**src/rtl/mha_pkg.sv**
```systemverilog
`timescale 1ns/1ps
`default_nettype none
// ============================================================================
// Module      : mha_pkg
// Description : Shared definitions for the attention score pipeline.
//               Holds the default element width and row length, plus the
//               one-hot state encodings used by score_max_sub.
// Ports       : none (package)
// Revision    : 1.0 - initial release
// ============================================================================
package mha_pkg;

  localparam int DEF_D_W = 16;   // default signed element width
  localparam int DEF_DIM = 16;   // default elements per score row

  // One-hot encodings: each state owns a single flop bit.
  typedef enum logic [3:0] {
    S_IDLE = 4'b0001,
    S_MAX  = 4'b0010,
    S_SUB  = 4'b0100,
    S_DONE = 4'b1000
  } state_t;

endpackage : mha_pkg
`default_nettype wire

```
**src/rtl/sat_sub.sv**
```systemverilog
`timescale 1ns/1ps
`default_nettype none
// ============================================================================
// Module      : sat_sub
// Description : Combinational signed subtract y = sat(a - b).
//               The difference is formed one bit wider than the operands and
//               then clamped into the D_W-bit signed range.
// Ports       : a [D_W] - minuend   (signed two's complement)
//               b [D_W] - subtrahend (signed two's complement)
//               y [D_W] - saturated difference
// Revision    : 1.0 - initial release
// ============================================================================
module sat_sub #(
  parameter int D_W = 16
) (
  input  logic [D_W-1:0] a,
  input  logic [D_W-1:0] b,
  output logic [D_W-1:0] y
);

  logic signed [D_W:0] w_diff;

  assign w_diff = $signed({a[D_W-1], a}) - $signed({b[D_W-1], b});

  // The top two bits disagree only when the result left the D_W-bit range.
  always_comb begin
    y = w_diff[D_W-1:0];
    if (w_diff[D_W] != w_diff[D_W-1]) begin
      y = w_diff[D_W] ? {1'b1, {(D_W-1){1'b0}}} : {1'b0, {(D_W-1){1'b1}}};
    end
  end

endmodule : sat_sub
`default_nettype wire

```
**src/rtl/score_max_sub.sv**
```systemverilog
`timescale 1ns/1ps
`default_nettype none
// ============================================================================
// Module      : score_max_sub
// Description : Subtracts the row maximum from every element of a score row
//               ahead of the softmax stage. A row is captured when I_START is
//               seen in IDLE, scanned for its maximum one element per cycle,
//               then rewritten one element per cycle as sat(row[i] - max).
//               O_VLD is a level that is held in DONE until I_START drops.
//               Optional build macro SCORE_SCALE_EN: elements are arithmetically
//               right-shifted by SHIFT at capture (1/sqrt(d) scaling).
// Ports       : I_CLK   - clock, rising edge
//               I_RST_N - asynchronous active-low reset
//               I_START - level request, held for the whole operation
//               I_DATA  - score row, element i at [D_W*i +: D_W]
//               O_VLD   - result valid level (feeds softmax I_START)
//               O_DATA  - row minus its maximum, same packing as I_DATA
// Revision    : 1.0 - initial release
// ============================================================================
module score_max_sub
  import mha_pkg::*;
#(
  parameter int D_W   = DEF_D_W,
  parameter int DIM   = DEF_DIM,
  parameter int SHIFT = 2
) (
  input  logic               I_CLK,
  input  logic               I_RST_N,
  input  logic               I_START,
  input  logic [D_W*DIM-1:0] I_DATA,
  output logic               O_VLD,
  output logic [D_W*DIM-1:0] O_DATA
);

  localparam int CW = $clog2(DIM);
  localparam logic [CW-1:0] C_LAST = CW'(DIM - 1);

  // With scaling disabled the capture shift collapses to zero.
`ifdef SCORE_SCALE_EN
  localparam int C_SHIFT = SHIFT;
`else
  localparam int C_SHIFT = 0 * SHIFT;
`endif

  state_t                    state;
  state_t                    state_nxt;
  logic [DIM-1:0][D_W-1:0]   r_row;
  logic [DIM-1:0][D_W-1:0]   r_out;
  logic [DIM-1:0][D_W-1:0]   w_cap;
  logic [D_W-1:0]            r_max;
  logic [CW-1:0]             r_cnt;
  logic                      r_vld;
  logic [D_W-1:0]            w_elem;
  logic [D_W-1:0]            w_sub;
  logic                      w_last;

  // Capture path: unpack the input row and apply the optional scaling.
  for (genvar i = 0; i < DIM; i++) begin : g_cap
    assign w_cap[i] = $signed(I_DATA[D_W*i +: D_W]) >>> C_SHIFT;
  end

  assign w_elem = r_row[r_cnt];
  assign w_last = (r_cnt == C_LAST);

  // Single subtractor shared by every SUB cycle through the element mux.
  sat_sub #(
    .D_W (D_W)
  ) u_sat_sub (
    .a (w_elem),
    .b (r_max),
    .y (w_sub)
  );

  // --------------------------------------------------------------------------
  // State register
  // --------------------------------------------------------------------------
  always_ff @(posedge I_CLK or negedge I_RST_N) begin
    if (!I_RST_N) begin
      state <= S_IDLE;
    end else begin
      state <= state_nxt;
    end
  end

  // --------------------------------------------------------------------------
  // Next-state logic; dropping I_START anywhere returns to IDLE.
  // --------------------------------------------------------------------------
  always_comb begin
    state_nxt = state;
    unique case (state)
      S_IDLE: if (I_START) state_nxt = S_MAX;
      S_MAX: begin
        if (!I_START)    state_nxt = S_IDLE;
        else if (w_last) state_nxt = S_SUB;
      end
      S_SUB: begin
        if (!I_START)    state_nxt = S_IDLE;
        else if (w_last) state_nxt = S_DONE;
      end
      S_DONE: if (!I_START) state_nxt = S_IDLE;
      default: state_nxt = S_IDLE;
    endcase
  end

  // --------------------------------------------------------------------------
  // Datapath registers
  // --------------------------------------------------------------------------
  always_ff @(posedge I_CLK or negedge I_RST_N) begin
    if (!I_RST_N) begin
      r_row <= '0;
      r_out <= '0;
      r_max <= '0;
      r_cnt <= '0;
      r_vld <= 1'b0;
    end else begin
      unique case (state)
        S_IDLE: begin
          if (I_START) begin
            r_row <= w_cap;
            r_out <= '0;
            r_max <= '0;
            r_cnt <= '0;
          end
        end
        S_MAX: begin
          if (!I_START) begin
            r_out <= '0;
            r_max <= '0;
            r_cnt <= '0;
            r_vld <= 1'b0;
          end else begin
            // Element 0 seeds the running max; later elements replace it
            // only when strictly greater, so ties keep the first one.
            if (r_cnt == '0 || $signed(w_elem) > $signed(r_max)) begin
              r_max <= w_elem;
            end
            r_cnt <= w_last ? '0 : r_cnt + CW'(1);
          end
        end
        S_SUB: begin
          if (!I_START) begin
            r_out <= '0;
            r_max <= '0;
            r_cnt <= '0;
            r_vld <= 1'b0;
          end else begin
            r_out[r_cnt] <= w_sub;
            if (w_last) begin
              r_cnt <= '0;
              r_vld <= 1'b1;
            end else begin
              r_cnt <= r_cnt + CW'(1);
            end
          end
        end
        S_DONE: begin
          // Result stays on O_DATA after the handshake completes.
          if (!I_START) r_vld <= 1'b0;
        end
        default: begin
          r_vld <= 1'b0;
        end
      endcase
    end
  end

  assign O_VLD  = r_vld;
  assign O_DATA = r_out;

endmodule : score_max_sub
`default_nettype wire

```
**config.mk**
```make
export PLATFORM = sky130hd
export DESIGN_NAME = score_max_sub
export DESIGN_NICKNAME = d
export VERILOG_FILES = /design/src/rtl/mha_pkg.sv /design/src/rtl/sat_sub.sv /design/src/rtl/score_max_sub.sv
export SDC_FILE = /design/constraint.sdc
export NUM_CORES = 1
export LEC_CHECK = 0
export ABC_AREA = 1
export CORE_MARGIN = 2
export CORE_UTILIZATION = 48
export CTS_BUF_LIST = sky130_fd_sc_hd__clkbuf_8
export DETAILED_ROUTE_END_ITERATION = 7
export PLACE_DENSITY_LB_ADDON = 0.1
export SYNTH_ARGS = -nofsm -noshare
export SYNTH_HDL_FRONTEND = slang
export SYNTH_SLANG_ARGS = --single-unit
```
**constraint.sdc**
```tcl
create_clock -name I_CLK -period 4.7 [get_ports I_CLK]
set_input_delay 0.94 -clock I_CLK [delete_from_list [all_inputs] [get_ports I_CLK]]
set_output_delay 0.94 -clock I_CLK [all_outputs]
set_load 0.03 [all_outputs]
```
==> flow_metrics.tcl <==
set metrics [dict create \
    final_hold_viol_count 0 \
    slew_headroom_pct 15.2 \
    tightest_slew_ns 1.27 \
    worstPathRequired_ns 5.26 \
    grt_pass1_vias 22448 \
    power_w 0.0216 \
    cp_common_cell "nand2_1" \
    avgRoutedWirePerCell_um 19.3 \
    ys_types 38 \
    grt_max_degree 137 \
    synth_nets 3400 \
    grt_pass1_wl_um 130000 \
    initial_core_util_pct 48.5 \
    post-route-min-period_ns 4.26 \
    cts_buffers 90 \
    cts_setup_buffers 0 \
    floorplan.die_area_sq_mm 0.0535 \
    coreArea_sq_mm 0.0512 \
    ys_seq_elements 537 \
    finalCritPeriodShare_pct 90.5 \
    dp_hpwl_um 59400 \
    layout_common_cells "nand2_1 (1403), dfrtp_1 (534), clkdlybuf4s50_1 (514)" \
    endpoint_kind "register" \
    critPathArrivalTime_ns 4.82 \
    cts-htree-levels 3 \
    hold_buffers 0 \
    yosys_warnings 0 \
    grt_usage_pct 31.6 \
    antenna_found_initial 9 \
    area_growth_pct 30.0 \
    clock-sinks 537 \
    hp-class "input port to asynchronous set/reset pin" \
    finalSetupTns_ns 0 \
    path_clk_slew_ns 0.06 \
    rows 83 \
    critPathMaxFanout 49 \
    layout-drive-gt1-share_pct 6.92 \
    rsz0062_at_grt "no" \
    crit_slowest_cell "dfrtp_4" \
    io_buffers 515 \
    remaining_drc_errors 0 \
    drv_cap 0 \
    cts_resized 0 \
    setup.worst_path.start_class "register" \
    first_pass_iters 6 \
    synth_cells 3119 \
    cellPowerDensity_mw_per_mm2 669 \
    fin_nets 3883 \
    hold_ws_ns 0.270 \
    path_cells "inv_6, buf_12, a21oi_1, o21ai_0, nand2_1, nand2_1, nand2_1, nor2_1, inv_1, ha_1, nand2_1, nand2_1, a21oi_1, nand2_2, nand2_1, nand2_1, nand2_1, nand2_1, nand2_2, buf_4, nand2_1, buf_4, nand3_1, nand2_1" \
    synth.top_cell.area_share_pct 54.1 \
    worst_skew_pair.late_latency_ns 0.71 \
    irDropWorstVdd_v 0.00159 \
    fin_util_pct 63.0 \
    drt_iter0_markers 2081 \
    p_leak_nw 16.6 \
    clock_skew_ns 0.0394 \
    clock-root-buffer "clkbuf_8" \
    n_fill_cell 4467 \
    cts_tree "built" \
    multi_input_area_sq_mm 0.00943 \
    via_per_inst 5.26 \
    ctsLongestPathBuffers 3 \
    synth_area_leader_cell "dfrtp_1" \
    ant_nets 0 \
    dieWidth_um 231 \
    yosysSeqAreaShare_pct 54.2 \
    cp_slowest_stage_delay_ns 0.57 \
    final_common_cell "nand2_1" \
    fp.dieH_um 231 \
    synth_area_sq_mm 0.0248 \
    area.sequential_sq_mm 0.0134 \
    gp_congestion 0.892 \
    wl_um 83900 \
    num_vias 22879 \
    avgSynthCellArea_sq_um 7.96 \
    synth.area.top_cells "dfrtp_1 (54%), nand2_1 (21%), o21ai_0 (5.3%)" \
    gr-total-overflow 0 \
    maxClockFrequency_ghz 0.235 \
    status "complete, no violations" \
    num_io_pins 516 \
    crit_type "register to register" \
    setup_viol 0 \
    final-max-slew-violation-count 0 \
]
[final cells by class]
class / instances / share of cell area [%]
tap: 680 / 2.64
clock inverter: 48 / 0.908
multi-input combinational: 2155 / 29.2
inverter: 251 / 2.96
clock buffer: 113 / 4.82
timing repair buffer: 567 / 17.8
sequential: 537 / 41.7
antenna: 1 / 0.00776
[logic make-up (layout without fill, tap and decap cells)]
family	after synthesis	in the layout	share of synthesized area, %
AOI/OAI and AO/OA	434	434	9.09
xor gates and xnor gates	11	11	0.388
adders and majority gates	22	22	1.14
buffers and inverters	427	979	7.88
DFF	537	537	54.2
other	0	1	0
and+or+nand+nor	1688	1688	27.3
[cell usage after synthesis (all sizes together)]
| library cell | count |
|---|---|
| nand2 | 1424 |
| dfrtp | 536 |
| o21ai | 261 |
| inv | 249 |
| nand3 | 164 |
| a21oi | 154 |
| clkbuf | 107 |
| nor2 | 87 |
| buf | 69 |
| ha | 21 |
| a22o | 15 |
| xnor2 | 9 |
| nor3 | 6 |
| nand3b | 5 |
| clkinv | 2 |
| o22ai | 2 |
| xor2 | 2 |
| a21o | 1 |
| dfstp | 1 |
| fa | 1 |
| nand4 | 1 |
| o21a | 1 |
| or2 | 1 |
[routing by layer]
layer / global-route usage [%] / part of all wire (%)
met2: 50.6 / 47
met4: 13.7 / 4.2
met3: 4.95 / 7.4
met5: 0 / 0.051
met1: 42.8 / 41
[final timing paths]
path	from	to	slack, ns	cells after the start
max	r_cnt[0]	O_DATA[123]	0.44	24
min	I_RST_N	O_DATA[55]	0.27	1
max reg2reg	r_cnt[0]	O_DATA[123]	0.44	24
min reg2reg	r_row[207]	r_row[207]	0.47	2
max in group asynchronous	I_RST_N	O_DATA[65]	3.26	2
min in group I_CLK	r_row[207]	r_row[207]	0.47	2
[flip-flops by register name (all words and copies together), names as in the netlist]
name,count
r_row,256
r_max,16
state,4
O_VLD,1
r_cnt,4
O_DATA,256
[worst max-delay path: cells and delay by family, from the launching register on]
kind / cells / cell delay [ns]
flip-flops: 1 / 0.57
AND/OR/NAND/NOR: 15 / 1.66
buffers and inverters: 5 / 1.15
AO/OA/AOI/OAI: 3 / 0.33
adder cells (fa/ha/maj): 1 / 0.36
[metrics by stage]
step                      setup slack [ns]  std cells  instance area, sq um
after detailed placement             0.307       4190                 30400
after floorplan                       1.32       3119                 24800
after global routing                0.0749       4352                 32300
after global placement               0.275       4190                 30400
after CTS                            0.290       4351                 32200
final                                0.445       4352                 32300
[power breakdown]
group | leakage [nW] | internal [W] | switching, W
logic | 8.43 | 0.00275 | 0.00833
clock network | 1.06 | 0.00229 | 0.00198
registers | 7.08 | 0.00575 | 0.000471
Power figures use the tool's default switching activity.
